<file path="src/rtl/exc_sequencer.sv">
// rtl/exc_sequencer.sv - trap/eret sequencer: drain bus, flush pipeline, redirect PC
module exc_sequencer #(
    parameter logic [31:0] HANDLER_ADDR = 32'h0000_4180,
    parameter int unsigned FLUSH_CYCLES = 2
) (
    input  logic        clk,
    input  logic        reset,
    input  logic        int_req,
    input  logic        exc_req,
    input  logic        eret_m,
    input  logic [31:0] epc,
    input  logic        bus_busy,
    output logic        pipe_hold,
    output logic        flush,
    output logic        redirect_valid,
    output logic [31:0] redirect_pc,
    output logic        exl_clr,
    output logic [15:0] entry_cnt
);

    typedef enum logic [1:0] {
        S_IDLE,
        S_DRAIN,
        S_FLUSH,
        S_REDIRECT
    } state_t;

    typedef enum logic {
        K_TRAP,
        K_ERET
    } kind_t;

    localparam logic [3:0] FLUSH_LOAD = 4'(FLUSH_CYCLES - 1);

    state_t      state_q, state_d;
    kind_t       kind_q, kind_d;
    logic [31:0] tgt_q, tgt_d;
    logic [3:0]  cnt_q, cnt_d;
    logic [15:0] entry_cnt_q, entry_cnt_d;
    logic        trap;

    assign trap      = int_req | exc_req;
    assign entry_cnt = entry_cnt_q;

    always_ff @(posedge clk) begin
        if (reset) begin
            state_q     <= S_IDLE;
            kind_q      <= K_TRAP;
            tgt_q       <= 32'd0;
            cnt_q       <= 4'd0;
            entry_cnt_q <= 16'd0;
        end else begin
            state_q     <= state_d;
            kind_q      <= kind_d;
            tgt_q       <= tgt_d;
            cnt_q       <= cnt_d;
            entry_cnt_q <= entry_cnt_d;
        end
    end

    always_comb begin
        state_d        = state_q;
        kind_d         = kind_q;
        tgt_d          = tgt_q;
        cnt_d          = cnt_q;
        entry_cnt_d    = entry_cnt_q;
        pipe_hold      = 1'b0;
        flush          = 1'b0;
        redirect_valid = 1'b0;
        redirect_pc    = 32'd0;
        exl_clr        = 1'b0;

        case (state_q)
            S_IDLE: begin
                // A trap outranks a coincident eret; the eret is simply dropped.
                if (trap) begin
                    kind_d      = K_TRAP;
                    entry_cnt_d = entry_cnt_q + 16'd1;
                    state_d     = bus_busy ? S_DRAIN : S_FLUSH;
                    cnt_d       = FLUSH_LOAD;
                end else if (eret_m) begin
                    kind_d  = K_ERET;
                    tgt_d   = epc;
                    state_d = bus_busy ? S_DRAIN : S_FLUSH;
                    cnt_d   = FLUSH_LOAD;
                end
            end
            S_DRAIN: begin
                pipe_hold = 1'b1;
                if (!bus_busy) begin
                    state_d = S_FLUSH;
                    cnt_d   = FLUSH_LOAD;
                end
            end
            S_FLUSH: begin
                pipe_hold = 1'b1;
                flush     = 1'b1;
                if (cnt_q == 4'd0) begin
                    state_d = S_REDIRECT;
                end else begin
                    cnt_d = cnt_q - 4'd1;
                end
            end
            S_REDIRECT: begin
                pipe_hold      = 1'b1;
                redirect_valid = 1'b1;
                redirect_pc    = (kind_q == K_TRAP) ? HANDLER_ADDR : tgt_q;
                exl_clr        = (kind_q == K_ERET);
                state_d        = S_IDLE;
            end
            default: state_d = S_IDLE;
        endcase
    end

endmodule

</file>
<file path="config.mk">
export PLATFORM = sky130hd
export DESIGN_NAME = exc_sequencer
export DESIGN_NICKNAME = d
export VERILOG_FILES = /design/src/rtl/exc_sequencer.sv
export SDC_FILE = /design/constraint.sdc
export NUM_CORES = 1
export LEC_CHECK = 0
export CAP_MARGIN = 10
export CORE_MARGIN = 10
export CORE_UTILIZATION = 40
export CTS_CLUSTER_DIAMETER = 200
export DETAILED_ROUTE_END_ITERATION = 8
export PLACE_DENSITY = 0.75
export SYNTH_ARGS = -nofsm -noshare
export SYNTH_HDL_FRONTEND = slang
export SYNTH_SLANG_ARGS = --single-unit
</file>
<file path="constraint.sdc">
create_clock -name clk -period 1.8 [get_ports clk]
set_clock_uncertainty 0.15 [all_clocks]
set_input_delay 0.36 -clock clk [delete_from_list [all_inputs] [get_ports clk]]
set_output_delay 0.36 -clock clk [all_outputs]
set_load 0.02 [all_outputs]
</file>
==> qor.tcl, run 1 <==
set qor(synth_top_cells_by_count) {nand2_1, dfxtp_1, a21oi_1}
set qor(syn_inst) 319
set qor(crit_path_max_fanout) 8
set qor(cts.clk_slew.worst_paths_ps) 90
set qor(clockRootBuffer) {clkbuf_8}
set qor(timing.fmax_mhz) 510
set qor(ant_nets) 0
set qor(drc) 0
set qor(globalRoute.totalOverflow) 0
set qor(setup_repair_after_global_routing_missed_its_margin) {true}
set qor(drt_first_iter_violations) 105
set qor(drtPass1Iterations) 5
set qor(average_via_count_per_standard_cell) 5.23
set qor(globalRouteTotalUtil) 0.157
set qor(design.portCount) 90
set qor(postLayoutSetupSlackWorst_ps) -162
set qor(tightestPinTransition_ps) 375
set qor(critPathArrivalTime_ps) 1450
set qor(setup_violations) 42
set qor(worst_hold_startpoint) {reset}
set qor(hpwlAfterDp_um) 5250
set qor(htree_num_levels) 2
set qor(synth.top_cells.by_area) {dfxtp_1, nand2_1, a21oi_1}
set qor(grt_antenna_before_repair) 0
set qor(cts_tree) {done}
set qor(min_delay_worst_endpoint) {cnt_q[2]}
set qor(final.period_utilization) 1.09
set qor(grt_pass1_vias) 2646
set qor(avgRoutedWirePerCell_um) 17.3
set qor(seq_area_frac_synth) 0.437
set qor(worstSetupPathType) {reg -> out}
set qor(synthFlopType) {dfxtp_1}
set qor(startpoint_of_the_worst_slack_reg_to_reg_timing_path) {state_q[0]}
set qor(io_buffer_count) 89
set qor(hold_depth) 2
set qor(power.density_mw_per_mm2) 987
set qor(min_path_type) {in -> reg}
set qor(syn-num-nets) 366
set qor(max_cap_violations) 0
set qor(initial_core_util) 0.418
set qor(number_of_distinct_library_cell_variants_in_the_gate_level_netlist_after_synthesis) 37
set qor(grt_first_pass_wirelength_um) 13000
set qor(max-slew-margin-rel) 0.749
set qor(timing.final.max_slew_violations) 0
set qor(vdd_ir_drop_max_mv) 0.942
set qor(final_cell_area_mm2) 0.00447
set qor(hold_viol_final) 0
set qor(library_cell_occupying_the_most_area_in_the_post_synthesis_netlist) {dfxtp_1}
set qor(layout-drive-gt1-share) 0.359
set qor(cts-hold-fix-buffers) 0
set qor(gpl.final_weighted_congestion) 0.792
set qor(outcome) {finished, violations left}
set qor(antenna-diode-count) 0
set qor(worstPathRequired_ps) 1290
set qor(place_area_mm2) 0.00369
set qor(fp.dieArea_mm2) 0.00988
set qor(cts_made_buffers) 5
set qor(avgSynthCellArea_um2) 7.90
set qor(timing.reg2reg.setup_slack_ps) -150
set qor(post-synth-top-area-fraction) 0.437
set qor(fin_nets) 492
set qor(r2r_end) {cnt_q[1]}
set qor(area_growth_syn_to_layout_pct) 77.5
set qor(core_area_mm2) 0.00603
set qor(power.static_leakage_uw) 0.00180
set qor(chipHeight_um) 99.4
set qor(max-clock-path-buffers) 2
set qor(route.final.wire_length_um) 9020
set qor(clock_sink_count) 55
set qor(route.vias.total) 2724
set qor(clk_latency_ps) 310
set qor(asyncSetResetFlopFracSynth) 0
set qor(worst_r2r_path_depth) 8
set qor(start_kind) {flop}
set qor(grt_start_max_net_pins) 33
set qor(die_width_um) 99.4
set qor(period_minus_slack_ps) 1960
set qor(critPathLaunch) {state_q[1]}
set qor(cp-end-kind) {primary output}
set qor(synth_edf_count) 0
set qor(synth_most_common_cell) {nand2_1}
set qor(syn-cell-area_mm2) 0.00252
set qor(fin_worst_hold_slack_ps) 188
set qor(ys_warn_count) 0
set qor(num_rows) 28
set qor(synth.ff_latch_count) 55
set qor(violations_in_the_final_reports) {negative setup slack}
[cells by family (layout without fill, tap and decap cells)]
logic type	after synthesis	in the layout	synth area share
and+or+nand+nor	153	153	0.293
AOI/OAI and AO/OA	58	58	0.133
DFF	55	55	0.437
buffers and inverters	31	158	0.0462
xor gates and xnor gates	12	12	0.0417
adders and majority gates	9	9	0.0447
muxes	1	1	0.00397
[per-layer routing]
metal	wire length, µm	vias up	GRT usage
met3	719	5	0.0581
met4	63	0	0.0287
met2	4430	85	0.263
met1	3800	1290	0.190
met5	0	-	0
li1	-	1344	-
[cells in the final DEF, fill, tap and decap left out, drive strengths merged, types with 4 or more instances in the layout]
master / Yosys / layout
clkdlybuf4s50: 0 / 35
clkbuf: 19 / 8
nor2: 20 / 20
nand2: 72 / 72
a21oi: 41 / 41
xnor2: 10 / 10
ha: 9 / 9
dlygate4sd2: 0 / 16
dfxtp: 55 / 55
nand3: 4 / 4
and3: 30 / 30
buf: 0 / 85
nor3: 5 / 5
nand4: 4 / 4
inv: 12 / 12
[registers in the layout, indices dropped and copies added (netlist names)]
signal and cells:
cnt_q 4, entry_cnt 16, kind_q 1, state_q 2, tgt_q 32
[per-stage QoR]
| stage | total power, µW | std cells | utilization | worst slack (ps) | setup TNS (ps) |
|---|---|---|---|---|---|
| after floorplan | 2180 | 319 | - | 3.20 | 0 |
| after global placement | 2860 | 489 | 0.613 | -338 | -14100 |
| after detailed placement | 2900 | 489 | 0.613 | -371 | -17520 |
| after CTS | 4070 | 510 | 0.691 | -156 | -3770 |
| after global routing | 4650 | 521 | 0.743 | -220 | -6520 |
| final | 4420 | 521 | 0.743 | -162 | -4510 |
[critical path, stage by stage (launching register included)]
cell and delay [ps]:
dfxtp_2 370, ha_4 200, buf_12 140, buf_16 120
and3_4 180, buf_6 110
[worst max-delay path by stage]
stage          slack (ps)         endpoint
3_3_place_gp         -340    entry_cnt[15]
5_1_grt              -220         cnt_q[1]
4_1_cts              -160  redirect_pc[20]
2_1_floorplan           3    entry_cnt[13]
6_report             -160  redirect_pc[23]
3_5_place_dp         -370    entry_cnt[15]
[report_power, final]
part / switching, µW / total (µW) / internal [µW]
clock: 407 / 724 / 317
combinational: 1030 / 2240 / 1210
sequential: 109 / 1450 / 1340
total: 1550 / 4420 / 2870
[what timing repair did]
item,4_1_cts,5_1_grt
buffers inserted,9,10
endpoints found under the setup margin,62,82
pin swaps,21,11
cloned,4,1
resized for setup,267,53
[layout make-up]
cell class | count | area, µm²
clock buffer | 7 | 86.3
clock inverter | 1 | 8.76
fill | 446 | 1550
inverter | 12 | 55.1
multi-input combinational | 233 | 1640
sequential | 55 | 1110
tap | 75 | 93.8
timing repair buffer | 138 | 1480
Power figures use the tool's default switching activity.
==> run 2: changes to the inputs <==
CORE_UTILIZATION = 55   (was 40)
DONT_BUFFER_PORTS = 1   (was not set)
PLACE_DENSITY = 0.73   (was 0.75)
==> qor.tcl, run 2 (synthesis results as in run 1) <==
set qor(route.vias.total) 2340 ;# was 2724
set qor(timing.fmax_mhz) 526 ;# was 510 MHz
set qor(grt_pass1_vias) 2214 ;# was 2646
set qor(fp.dieArea_mm2) 0.00769 ;# was 0.00988 mm²
set qor(clock_sink_count) 55 ;# unchanged
set qor(chipHeight_um) 87.7 ;# was 99.4 µm
set qor(grt_start_max_net_pins) 55 ;# was 33
set qor(gpl.final_weighted_congestion) 0.754 ;# was 0.792
set qor(final.period_utilization) 1.06 ;# was 1.09
set qor(largest_register_ff_count) 32 ;# unchanged
set qor(avgRoutedWirePerCell_um) 17.5 ;# was 17.3 µm
set qor(max_cap_violations) 0 ;# unchanged
set qor(place_area_mm2) 0.00283 ;# was 0.00369 mm²
set qor(hold_viol_final) 0 ;# unchanged
set qor(combPwrFrac) 0.420 ;# was 0.508
set qor(route.final.wire_length_um) 7000 ;# was 9020 µm
set qor(vdd_ir_drop_max_mv) 1.09 ;# was 0.942 mV
set qor(regArea_mm2) 0.00111 ;# about the same
set qor(internal-power_uw) 2490 ;# was 2870 µW
set qor(tightestPinTransition_ps) 365 ;# was 375 ps
set qor(global_route.peak_usage_layer) {met2} ;# unchanged
set qor(max-slew-margin-rel) 0.756 ;# was 0.749
set qor(antenna-diode-count) 0 ;# unchanged
set qor(htree_num_levels) 2 ;# unchanged
set qor(use_met3) 0.0678 ;# was 0.0581
set qor(critPathArrivalTime_ps) 1390 ;# was 1450 ps
set qor(grt_antenna_before_repair) 0 ;# unchanged
set qor(share_clk_of_total_power) 0.207 ;# was 0.164
set qor(num_rows) 24 ;# was 28
set qor(core_area_mm2) 0.00438 ;# was 0.00603 mm²
set qor(ant_nets) 0 ;# unchanged
set qor(globalRouteTotalUtil) 0.165 ;# was 0.157
set qor(cp-end-kind) {primary output} ;# unchanged
set qor(die_width_um) 87.7 ;# was 99.4 µm
set qor(setup_violations) 38 ;# was 42
set qor(initial_core_util) 0.575 ;# was 0.418
set qor(cts.clk_slew.worst_paths_ps) 90 ;# about the same
set qor(timing.reg2reg.setup_slack_ps) -50 ;# was -150 ps
set qor(slowest_stage) {dfxtp_2} ;# unchanged
set qor(outcome) {finished, violations left} ;# unchanged
set qor(design.portCount) 90 ;# unchanged
set qor(worstPathRequired_ps) 1290 ;# about the same
set qor(average_via_count_per_standard_cell) 5.84 ;# was 5.23
set qor(final_cell_area_mm2) 0.00333 ;# was 0.00447 mm²
set qor(postLayoutSetupSlackWorst_ps) -102 ;# was -162 ps
set qor(area_growth_syn_to_layout_pct) 32.3 ;# was 77.5%
set qor(hpwlAfterDp_um) 4540 ;# was 5250 µm
set qor(n_fill_cell) 325 ;# was 446
set qor(setup_total_negative_slack_ps) -2690 ;# was -4510 ps
set qor(timing.final.max_slew_violations) 0 ;# unchanged
set qor(most_common_library_cell_in_the_layout_ignoring_fill_and_taps) {nand2_1} ;# unchanged
set qor(worstSetupPathType) {reg -> out} ;# unchanged
set qor(max-clock-path-buffers) 2 ;# unchanged
set qor(io_buffer_count) 0 ;# was 89
set qor(timing.critical_path.max_delay_family) {flip-flops} ;# unchanged
set qor(switching_power_uw) 1290 ;# was 1550 µW
set qor(start_kind) {flop} ;# unchanged
set qor(cell_by_cell_listing_of_the_critical_path) {buf_6 > ha_4 > buf_12 > and3_2} ;# was ha_4 > buf_12 > buf_16 > and3_4 > buf_6
set qor(fin_nets) 396 ;# was 492
set qor(globalRoute.totalOverflow) 0 ;# unchanged
set qor(violations_in_the_final_reports) {negative setup slack} ;# unchanged
set qor(dpl_worst_slack_ps) -35.8 ;# was -371 ps
set qor(area_used_by_multi_input_combinational_logic_mm2) 0.00158 ;# was 0.00164 mm²
set qor(cp_slowest_stage_delay_ps) 350 ;# was 370 ps
set qor(drt_first_iter_violations) 95 ;# was 105
set qor(cts_tree) {done} ;# unchanged
set qor(clockRootBuffer) {clkbuf_8} ;# unchanged
set qor(power.static_leakage_uw) 0.00121 ;# was 0.00180 µW
set qor(most-common-layout-cells) {nand2_1, dfxtp_1, a21oi_1} ;# was nand2_1, dfxtp_1, buf_6
set qor(drtPass1Iterations) 4 ;# was 5
set qor(layout-drive-gt1-share) 0.324 ;# was 0.359
set qor(crit_path_max_fanout) 10 ;# was 8
set qor(min_path_type) {in -> reg} ;# unchanged
set qor(global_route_met1_utilization) 0.186 ;# was 0.190
set qor(period_minus_slack_ps) 1900 ;# was 1960 ps
set qor(setup_repair_after_global_routing_missed_its_margin) {true} ;# unchanged
set qor(seq_power_share) 0.373 ;# was 0.329
set qor(groute.layer.met2.usage) 0.282 ;# was 0.263
set qor(cts_made_buffers) 5 ;# unchanged
set qor(clk_latency_ps) 300 ;# was 310 ps
set qor(drc) 0 ;# unchanged
set qor(swShare) 0.341 ;# was 0.351
set qor(max_flop_register) {tgt_q} ;# unchanged
set qor(power.density_mw_per_mm2) 1130 ;# was 987 mW/mm²
set qor(cp.buffers_inverters) 2 ;# was 3
set qor(grt_first_pass_wirelength_um) 10500 ;# was 13000 µm
## run 2: power groups by stage
stage / combinational, µW / sequential [µW] / clock, µW
2_1_floorplan: 728 / 1460 / 0
3_3_place_gp: 1130 / 1420 / 0
3_5_place_dp: 1160 / 1430 / 0
4_1_cts: 1410 / 1410 / 805
5_1_grt: 1730 / 1420 / 838
6_report: 1590 / 1410 / 784
## run 2: metal layers
layer	wire, µm	up-vias
li1	-	1141
met1	2740	1126
met2	3560	69
met3	670	4
met4	31	0
met5	0	-
## run 2: final cells by class
| type | instances | area share |
|---|---|---|
| clock buffers | 6 | 0.0218 |
| inverters | 12 | 0.0150 |
| multi-input cells | 233 | 0.474 |
| flip-flops and latches | 55 | 0.332 |
| repair buffers | 42 | 0.129 |
| well taps | 52 | 0.0195 |
| clock inverters | 1 | 0.00901 |
## run 2: worst paths after layout
path | cells past startpoint | startpoint | endpoint
max | 4 | state_q[1] | redirect_pc[9]
min | 2 | epc[20] | tgt_q[20]
max reg2reg | 7 | state_q[0] | entry_cnt[15]
min reg2reg | 2 | tgt_q[29] | tgt_q[29]
## run 2: repair_timing
| item | 4_1_cts | 5_1_grt |
|---|---|---|
| hold buffers | 1 | 0 |
| buffers inserted | 5 | 2 |
| resized for setup | 62 | 32 |
| endpoints found under the hold margin | 54 | 0 |
| pin swaps | 12 | 18 |
| cloned | 1 | 1 |
| endpoints found under the setup margin | 39 | 45 |
## run 2: metrics by stage
stage | util | hold WS, ps | std cells | total power (µW)
detailed placement | 0.646 | 287 | 384 | 2580
CTS | 0.727 | 23.6 | 398 | 3620
global placement | 0.646 | 281 | 384 | 2550
finish | 0.761 | 33.6 | 401 | 3780
global route | 0.761 | 24.1 | 401 | 3980
floorplan | - | 282 | 319 | 2180
==> run 3: changes to the inputs <==
HOLD_SLACK_MARGIN = 0.05   (was not set)
==> qor.tcl, run 3 (synthesis results as in run 1) <==
set qor(internal-power_uw) 2620 ;# was 2490 µW
set qor(design.portCount) 90 ;# unchanged
set qor(n_fill_cell) 264 ;# was 325
set qor(outcome) {finished, violations left} ;# unchanged
set qor(power.density_mw_per_mm2) 1070 ;# was 1130 mW/mm²
set qor(vdd_ir_drop_max_mv) 1.22 ;# was 1.09 mV
set qor(clockRootBuffer) {clkbuf_8} ;# unchanged
set qor(most_common_library_cell_in_the_layout_ignoring_fill_and_taps) {nand2_1} ;# unchanged
set qor(die_width_um) 87.7 ;# unchanged
set qor(grt_first_pass_wirelength_um) 11800 ;# was 10500 µm
set qor(core_area_mm2) 0.00438 ;# unchanged
set qor(gpl.final_weighted_congestion) 0.754 ;# unchanged
set qor(setup_total_negative_slack_ps) -2730 ;# was -2690 ps
set qor(route.final.wire_length_um) 8000 ;# was 7000 µm
set qor(start_kind) {flop} ;# unchanged
set qor(cts_tree) {done} ;# unchanged
set qor(cp_slowest_stage_delay_ps) 360 ;# was 350 ps
set qor(final_cell_area_mm2) 0.00371 ;# was 0.00333 mm²
set qor(drtPass1Iterations) 5 ;# was 4
set qor(max-slew-margin-rel) 0.722 ;# was 0.756
set qor(tightestPinTransition_ps) 416 ;# was 365 ps
set qor(grt_start_max_net_pins) 55 ;# unchanged
set qor(max_cap_violations) 0 ;# unchanged
set qor(fp.dieArea_mm2) 0.00769 ;# unchanged
set qor(fin_worst_hold_slack_ps) 76.2 ;# was 33.6 ps
set qor(average_via_count_per_standard_cell) 5.74 ;# was 5.84
set qor(worst_hold_startpoint) {reset} ;# was epc[20]
set qor(final.period_utilization) 1.05 ;# was 1.06
set qor(critPathArrivalTime_ps) 1390 ;# about the same
set qor(cell_by_cell_listing_of_the_critical_path) {buf_6 > ha_4 > buf_12 > and3_2} ;# unchanged
set qor(grt_pass1_vias) 2397 ;# was 2214
set qor(report.power.total_uw) 3990 ;# was 3780 µW
set qor(violations_in_the_final_reports) {negative setup slack} ;# unchanged
set qor(slowest_stage) {dfxtp_2} ;# unchanged
set qor(hpwlAfterDp_um) 4540 ;# unchanged
set qor(final_core_util) 0.846 ;# was 0.761
set qor(ant_nets) 0 ;# unchanged
set qor(max_flop_register) {tgt_q} ;# unchanged
set qor(clock_sink_count) 55 ;# unchanged
set qor(setup_violations) 38 ;# unchanged
set qor(avgRoutedWirePerCell_um) 18.3 ;# was 17.5 µm
set qor(timing.final.max_slew_violations) 0 ;# unchanged
set qor(area_growth_syn_to_layout_pct) 47.1 ;# was 32.3%
set qor(drt_first_iter_violations) 112 ;# was 95
set qor(cts_made_buffers) 5 ;# unchanged
set qor(htree_num_levels) 2 ;# unchanged
set qor(globalRoute.totalOverflow) 0 ;# unchanged
set qor(use_met3) 0.0715 ;# was 0.0678
set qor(global_route_met1_utilization) 0.210 ;# was 0.186
set qor(route.vias.total) 2507 ;# was 2340
set qor(cp-end-kind) {primary output} ;# unchanged
set qor(initial_core_util) 0.575 ;# unchanged
set qor(globalRouteTotalUtil) 0.185 ;# was 0.165
set qor(swShare) 0.343 ;# was 0.341
set qor(postLayoutSetupSlackWorst_ps) -96.4 ;# was -102 ps
set qor(hold_viol_final) 0 ;# unchanged
set qor(num_rows) 24 ;# unchanged
set qor(seq_power_share) 0.355 ;# was 0.373
set qor(period_minus_slack_ps) 1900 ;# about the same
set qor(switching_power_uw) 1370 ;# was 1290 µW
set qor(fin_nets) 431 ;# was 396
set qor(worstSetupPathType) {reg -> out} ;# unchanged
set qor(cts.clk_slew.worst_paths_ps) 90 ;# about the same
set qor(combPwrFrac) 0.449 ;# was 0.420
set qor(groute.layer.met2.usage) 0.315 ;# was 0.282
set qor(timing.critical_path.max_delay_family) {flip-flops} ;# unchanged
set qor(clk_latency_ps) 300 ;# about the same
set qor(layout-drive-gt1-share) 0.310 ;# was 0.324
set qor(startpoint_of_the_worst_slack_reg_to_reg_timing_path) {state_q[0]} ;# unchanged
set qor(global_route.peak_usage_layer) {met2} ;# unchanged
set qor(largest_register_ff_count) 32 ;# unchanged
set qor(crit_path_max_fanout) 10 ;# unchanged
set qor(critPathLaunch) {state_q[0]} ;# was state_q[1]
set qor(chipHeight_um) 87.7 ;# unchanged
set qor(power.static_leakage_uw) 0.00136 ;# was 0.00121 µW
set qor(grt_antenna_before_repair) 1 ;# was 0
set qor(worstPathRequired_ps) 1290 ;# about the same
set qor(min_path_type) {in -> reg} ;# unchanged
set qor(io_buffer_count) 0 ;# unchanged
set qor(timing.fmax_mhz) 527 ;# was 526 MHz
set qor(max-clock-path-buffers) 2 ;# unchanged
set qor(cp.buffers_inverters) 2 ;# unchanged
set qor(setup_repair_after_global_routing_missed_its_margin) {true} ;# unchanged
set qor(share_clk_of_total_power) 0.197 ;# was 0.207
set qor(place_area_mm2) 0.00283 ;# unchanged
set qor(drc) 0 ;# unchanged
set qor(most-common-layout-cells) {nand2_1, dfxtp_1, a21oi_1} ;# unchanged
run 3: cell count changes in the layout (fill, tap and decap cells not counted), sizes merged:
cell and change:
diode +1, buf +3, dlygate4sd3 +32
run 3: path summary, 6_finish.rpt:
check,end,slack (ps),cells after the start
max,redirect_pc[12],-100,4
min reg2reg,tgt_q[8],310,2
max reg2reg,entry_cnt[15],-80,7
min,cnt_q[3],80,2
run 3: per-stage QoR:
| step | std cells | setup WS (ps) |
|---|---|---|
| finish | 437 | -96.4 |
| global route | 437 | -146 |
| CTS | 430 | -99.5 |
| detailed placement | 384 | -35.8 |
| global placement | 384 | 15.1 |
| floorplan | 319 | 3.20 |
run 3: repair_timing:
action                                  CTS  global route
endpoints found under the setup margin   39            45
gates cloned                              1             1
gates resized for setup                  62            38
hold endpoints to repair                 54             0
pin swaps                                12            21
buffers inserted                          5             5
hold buffers                             33             0
run 3: area by class of cell:
class	count	area, µm²	share of cell area
Clock buffer	6	72.6	0.0196
Multi-Input combinational cell	233	1600	0.432
Antenna cell	1	2.50	0.000675
Inverter	12	50.0	0.0135
Sequential cell	55	1110	0.298
Clock inverter	1	30.0	0.00809
Tap cell	52	65.1	0.0175
Timing Repair Buffer	77	781	0.210
run 3: power groups by stage:
stage | combinational, µW | sequential (µW) | clock, µW
floorplan | 728 | 1460 | 0
global placement | 1130 | 1420 | 0
detailed placement | 1160 | 1430 | 0
CTS | 1470 | 1410 | 805
global route | 1920 | 1420 | 841
finish | 1790 | 1410 | 784
run 3: layer usage:
layer  vias up  wire (µm)  part of all wire
li1       1217          -                 -
met1      1189       3140              0.39
met2        87       4120              0.51
met3        14        588             0.074
met4         0        153             0.019
met5         -          0                 0
